<file path="src/rtl/demux_1_2_stream.sv">
`default_nettype none
// ============================================================================
// Module      : demux_1_2_stream
// Description : 1:2 stream demultiplexer. Each tagged input word is steered to
//               output A (in_sel=0) or B (in_sel=1). Each output has its own
//               first-word-fall-through FIFO with valid/ready handshaking.
// Revision    : 1.0 - initial release
// ============================================================================
module demux_1_2_stream #(
  parameter int WIDTH = 4,
  parameter int DEPTH = 2,
  localparam int LW = $clog2(DEPTH) + 1
) (
  input  logic             clk,
  input  logic             rst,
  input  logic [WIDTH-1:0] in_data,
  input  logic             in_sel,
  input  logic             in_valid,
  output logic             in_ready,
  output logic [WIDTH-1:0] a_data,
  output logic             a_valid,
  input  logic             a_ready,
  output logic [LW-1:0]    a_level,
  output logic [WIDTH-1:0] b_data,
  output logic             b_valid,
  input  logic             b_ready,
  output logic [LW-1:0]    b_level
);

  localparam int            PW     = $clog2(DEPTH);
  localparam logic [LW-1:0] c_full = LW'(DEPTH);

  logic [1:0]       w_out_ready;
  logic [WIDTH-1:0] w_head  [2];
  logic [LW-1:0]    w_level [2];
  logic             w_accept;

  assign w_out_ready = {b_ready, a_ready};

  // Readiness depends only on the tag and registered occupancy, never on the
  // consumer readys, so a full FIFO blocks its words even while it pops.
  assign in_ready = in_sel ? (w_level[1] != c_full) : (w_level[0] != c_full);
  assign w_accept = in_valid & in_ready;

  for (genvar ch = 0; ch < 2; ch++) begin : g_fifo
    logic [WIDTH-1:0] r_mem [DEPTH];
    logic [PW-1:0]    r_wptr;
    logic [PW-1:0]    r_rptr;
    logic [LW-1:0]    r_level;
    logic             w_push;
    logic             w_pop;

    assign w_push = w_accept & (in_sel == 1'(ch));
    assign w_pop  = (r_level != '0) & w_out_ready[ch];

    // Word storage: cleared on reset, written at the write pointer on push.
    always_ff @(posedge clk) begin
      if (rst) begin
        for (int i = 0; i < DEPTH; i++) begin
          r_mem[i] <= '0;
        end
      end else if (w_push) begin
        r_mem[r_wptr] <= in_data;
      end
    end

    // Pointers wrap naturally (DEPTH is a power of two); level tracks net push/pop.
    always_ff @(posedge clk) begin
      if (rst) begin
        r_wptr  <= '0;
        r_rptr  <= '0;
        r_level <= '0;
      end else begin
        if (w_push) begin
          r_wptr <= r_wptr + PW'(1);
        end
        if (w_pop) begin
          r_rptr <= r_rptr + PW'(1);
        end
        case ({w_push, w_pop})
          2'b10:   r_level <= r_level + LW'(1);
          2'b01:   r_level <= r_level - LW'(1);
          default: r_level <= r_level;
        endcase
      end
    end

    assign w_head[ch]  = r_mem[r_rptr];
    assign w_level[ch] = r_level;
  end

  assign a_data  = w_head[0];
  assign a_level = w_level[0];
  assign a_valid = (w_level[0] != '0);
  assign b_data  = w_head[1];
  assign b_level = w_level[1];
  assign b_valid = (w_level[1] != '0);

endmodule
`default_nettype wire

</file>
<file path="config.mk">
export PLATFORM = sky130hd
export DESIGN_NAME = demux_1_2_stream
export DESIGN_NICKNAME = d
export VERILOG_FILES = /design/src/rtl/demux_1_2_stream.sv
export SDC_FILE = /design/constraint.sdc
export NUM_CORES = 1
export LEC_CHECK = 0
export CORE_MARGIN = 2
export CORE_UTILIZATION = 30
export DETAILED_ROUTE_END_ITERATION = 10
export PLACE_DENSITY = 0.61
export REMOVE_ABC_BUFFERS = 1
export SYNTH_ARGS = -nofsm -noshare
export SYNTH_HDL_FRONTEND = slang
export SYNTH_SLANG_ARGS = --single-unit
</file>
<file path="constraint.sdc">
create_clock -name clk -period 4.49 [get_ports clk]
set_input_delay 0.898 -clock clk [delete_from_list [all_inputs] [get_ports clk]]
set_output_delay 0.898 -clock clk [all_outputs]
set_load 0.02 [all_outputs]
</file>
==> impl_metrics.csv <==
group,metric,value,unit
min_path,hold_path_class,"reg2reg",
timing,period_needed,3.29,ns
logic_synthesis,synthCells,101,
logic_synthesis,yosys.cell_count.top_type,"edfxtp_1",
layout,antenna_cells,0,
timing,drv_slew,0,
setup_path,crit_top_cell,"clkdlybuf4s50_1",
timing,tightest_slew,0.514,ns
logic_synthesis,ys_top_cells_by_count,"16 x edfxtp_1, 14 x nor2_1, 10 x dfxtp_1, 8 x and2_1, 8 x mux2_2",
placement,port_buffers,24,
routing,routedWlPerCell,12.8,um
grt,antenna_found_initial,0,
power,p_leak,0.607,nW
power,p_sw,0.273,mW
clock_network,cts_num_sinks,26,
clock_network,cts_buffer_depth,2,
setup_path,startpoint,"in_sel",
setup_path,crit_family,"buffers and inverters",
timing,hold_violations,0,
setup_path,slowest_stage,"clkdlybuf4s50_1",
clock_network,clock_latency,0.27,ns
routing,drtAntennaViolNets,0,
timing,slew_headroom,65.3,%
timing,timing.final.crit_share,73.3,%
die,die-area,4520,um2
logic_synthesis,synth_area,1200,um2
die,core,3740,um2
grt,grt_use_total,11.4,%
setup_path,crit_fanout,8,
logic_synthesis,synth_area_leaders,"edfxtp_1 40%, dfxtp_1 17%, mux2_2 7.5%, nor2_1 4.4%, and2_1 4.2%",
clock_network,htree_levels,1,
layout,syn2layout_area_growth,30.3,%
power,combPwrFrac,37.9,%
setup_path,path_class,"in2out",
timing,rsz0062_at_grt,"false",
grt,grt_overflow,0,
power,cell_internal_pwr,0.595,mW
clock_network,cts_made_buffers,3,
die,die_w,67.2,um
logic_synthesis,async_flop_share,0,%
outcome,status,"finished clean",
logic_synthesis,synth-edff-count,16,
setup_path,cp.arrival,2.39,ns
clock_network,cts-resized-gates,0,
logic_synthesis,synthFlopType,"edfxtp_1",
grt,grt_start_max_net_pins,16,
die,pin_count,25,
grt,grt_pass1_vias,810,
clock_network,post-cts-setup-buffers,0,
placement,dp_slack,1.20,ns
setup_path,slowest_delay,0.64,ns
logic_synthesis,ys_ff_latch,26,
power,clock_power_share,22.5,%
timing,setup_viol,0,
clock_network,cts-root-buf,"clkbuf_8",
timing,max_freq,0.304,GHz
placement,hpwlAfterDp,1670,um
timing,tns,0,ns
routing,drt-total-wl,2240,um
power,switching_share,31.5,%
clock_network,cts.clk_slew.worst_paths,0.09,ns
die,rows,22,
timing,worst_slack,1.20,ns
placement,gp_congestion,0.670,
power,ir_worst_vdd,0.433,mV
setup_path,path_cells,"clkdlybuf4s50_1 -> mux2i_1 -> clkdlybuf4s50_1",
die,initial_utilization,32.1,%
routing,viasPerCell,4.50,
setup_path,required,3.59,ns
flow_run,drv_cap,0,
setup_path,start_kind,"input port",
setup_path,cp-endpoint,"in_ready",
routing,drc_errors,0,
clock_network,cts_tree,"done",
routing,drtIter0Drc,48,
layout,nFillCells,395,
setup_path,worst_setup_path_end_kind,"primary output",
setup_path,r2r_start,"b_level[0]",
logic_synthesis,ys_types,29,
routing,vias,787,
logic_synthesis,avgSynthCellArea,11.9,um2
setup_path,worstPathBufferInverterCount,2,
clock_network,holdBufCountCts,0,
grt,grt_pass1_wl,3770,um
setup_path,r2r_slack,2.78,ns
setup_path,path_depth,3,
logic_synthesis,netlist.area_leader.share,40.0,%
logic_synthesis,yosysTopAreaCell,"edfxtp_1",
power,p_per_area,555,nW/um2
routing,drt-pass1-iter-count,4,
timing,finClkSkew,0.00202,ns
logic_synthesis,yosys_warnings,0,
logic_synthesis,seq_area_frac_synth,56.7,%
layout,fin_nets,140,
layout,drive_gt1_share,13.4,%
setup_path,reg2reg_depth,5,
setup_path,rr_endpoint,"b_level[1]",
die,dieHeight,67.2,um
power,p_seq_share,39.6,%
-- tightest hold or removal path, cell delays in order, from the launching register on --
cell	delay, ns
dfxtp_1	0.34
xnor2_1	0.08
nor2_1	0.08
-- per-stage QoR --
stage                     total power [mW]  hold slack [ns]  area, um2  util (%)  std cells
after floorplan                      0.545            0.481       1190         -         99
after global placement               0.674            0.502       1490      39.9        171
after detailed placement             0.679            0.503       1490      39.9        171
after CTS                            0.879            0.532       1560      41.8        175
after global routing                 0.922            0.587       1560      41.8        175
final                                0.868            0.524       1560      41.8        175
-- logic make-up (layout without fill, tap and decap cells) --
kind of cell,Yosys count,after routing,share of synthesized area [%]
buf+inv,6,32,1.88
flops,26,26,56.7
compound gates,12,12,7.19
mux,9,9,8.34
fa+ha+maj,2,2,2.09
simple gates,40,40,19.4
xor+xnor,6,6,4.38
-- metal layers --
metal / share of wire, % / routed length (um) / vias up / global-route usage [%]
met5: 0 / 0 / - / 0
met4: 0.67 / 15 / 0 / 3.06
met3: 5.6 / 126 / 2 / 3.50
met2: 45 / 996 / 24 / 18.6
met1: 49 / 1100 / 357 / 14.6
li1: - / - / 404 / -
-- power groups by stage --
stage | Combinational, mW | Sequential [mW] | Clock (mW)
final | 0.329 | 0.344 | 0.195
after global routing | 0.356 | 0.353 | 0.213
after CTS | 0.333 | 0.345 | 0.202
after detailed placement | 0.330 | 0.350 | 0
after global placement | 0.327 | 0.347 | 0
after floorplan | 0.189 | 0.357 | 0
-- registers in the layout, indices dropped and copies added, names as in the netlist, named ones only --
| name | count |
|---|---|
| g_fifo.r_mem | 16 |
| g_fifo.r_rptr | 2 |
| g_fifo.r_wptr | 2 |
| a_level | 2 |
| b_level | 2 |
-- cells in the final DEF, fill, tap and decap left out --
cell	count
inv_1	4
o21bai_1	2
nor4b_2	1
o21ai_0	2
xor2_1	2
or3_1	2
a41o_1	1
xnor2_1	4
a21o_1	1
mux2i_1	1
mux2_2	8
nand2_1	1
clkbuf_8	3
nor2_1	14
o21a_1	2
a21oi_1	2
or4_4	1
a31o_2	1
edfxtp_1	16
nand2b_1	3
a21bo_1	1
bufinv_16	1
ha_1	2
nand4bb_1	1
or2_2	2
clkdlybuf4s50_1	24
dfxtp_1	10
nor2b_1	5
nor4b_1	1
nand3_1	1
and2_1	8
-- layout make-up --
class | instances | area (um2) | share of cell area [%]
clock buffers | 3 | 41.3 | 2.64
clock inverters | 1 | 30.0 | 1.92
inverters | 4 | 15.0 | 0.960
multi-input cells | 69 | 497 | 31.8
flip-flops and latches | 26 | 681 | 43.5
well taps | 48 | 60.1 | 3.84
repair buffers | 24 | 240 | 15.4
-- how the worst min path moves through the flow --
stage,from,end,slack [ns],cells past startpoint
finish,g_fifo[0].r_rptr,flop,0.52,2
global route,g_fifo[1].r_rptr,flop,0.59,2
CTS,g_fifo[0].r_rptr,flop,0.53,2
detailed placement,g_fifo[0].r_rptr,g_fifo[0].r_rptr,0.50,2
global placement,g_fifo[0].r_rptr,g_fifo[0].r_rptr,0.50,2
floorplan,g_fifo[1].r_rptr,flop,0.48,2
No activity file was read; power rests on OpenSTA's default activity.
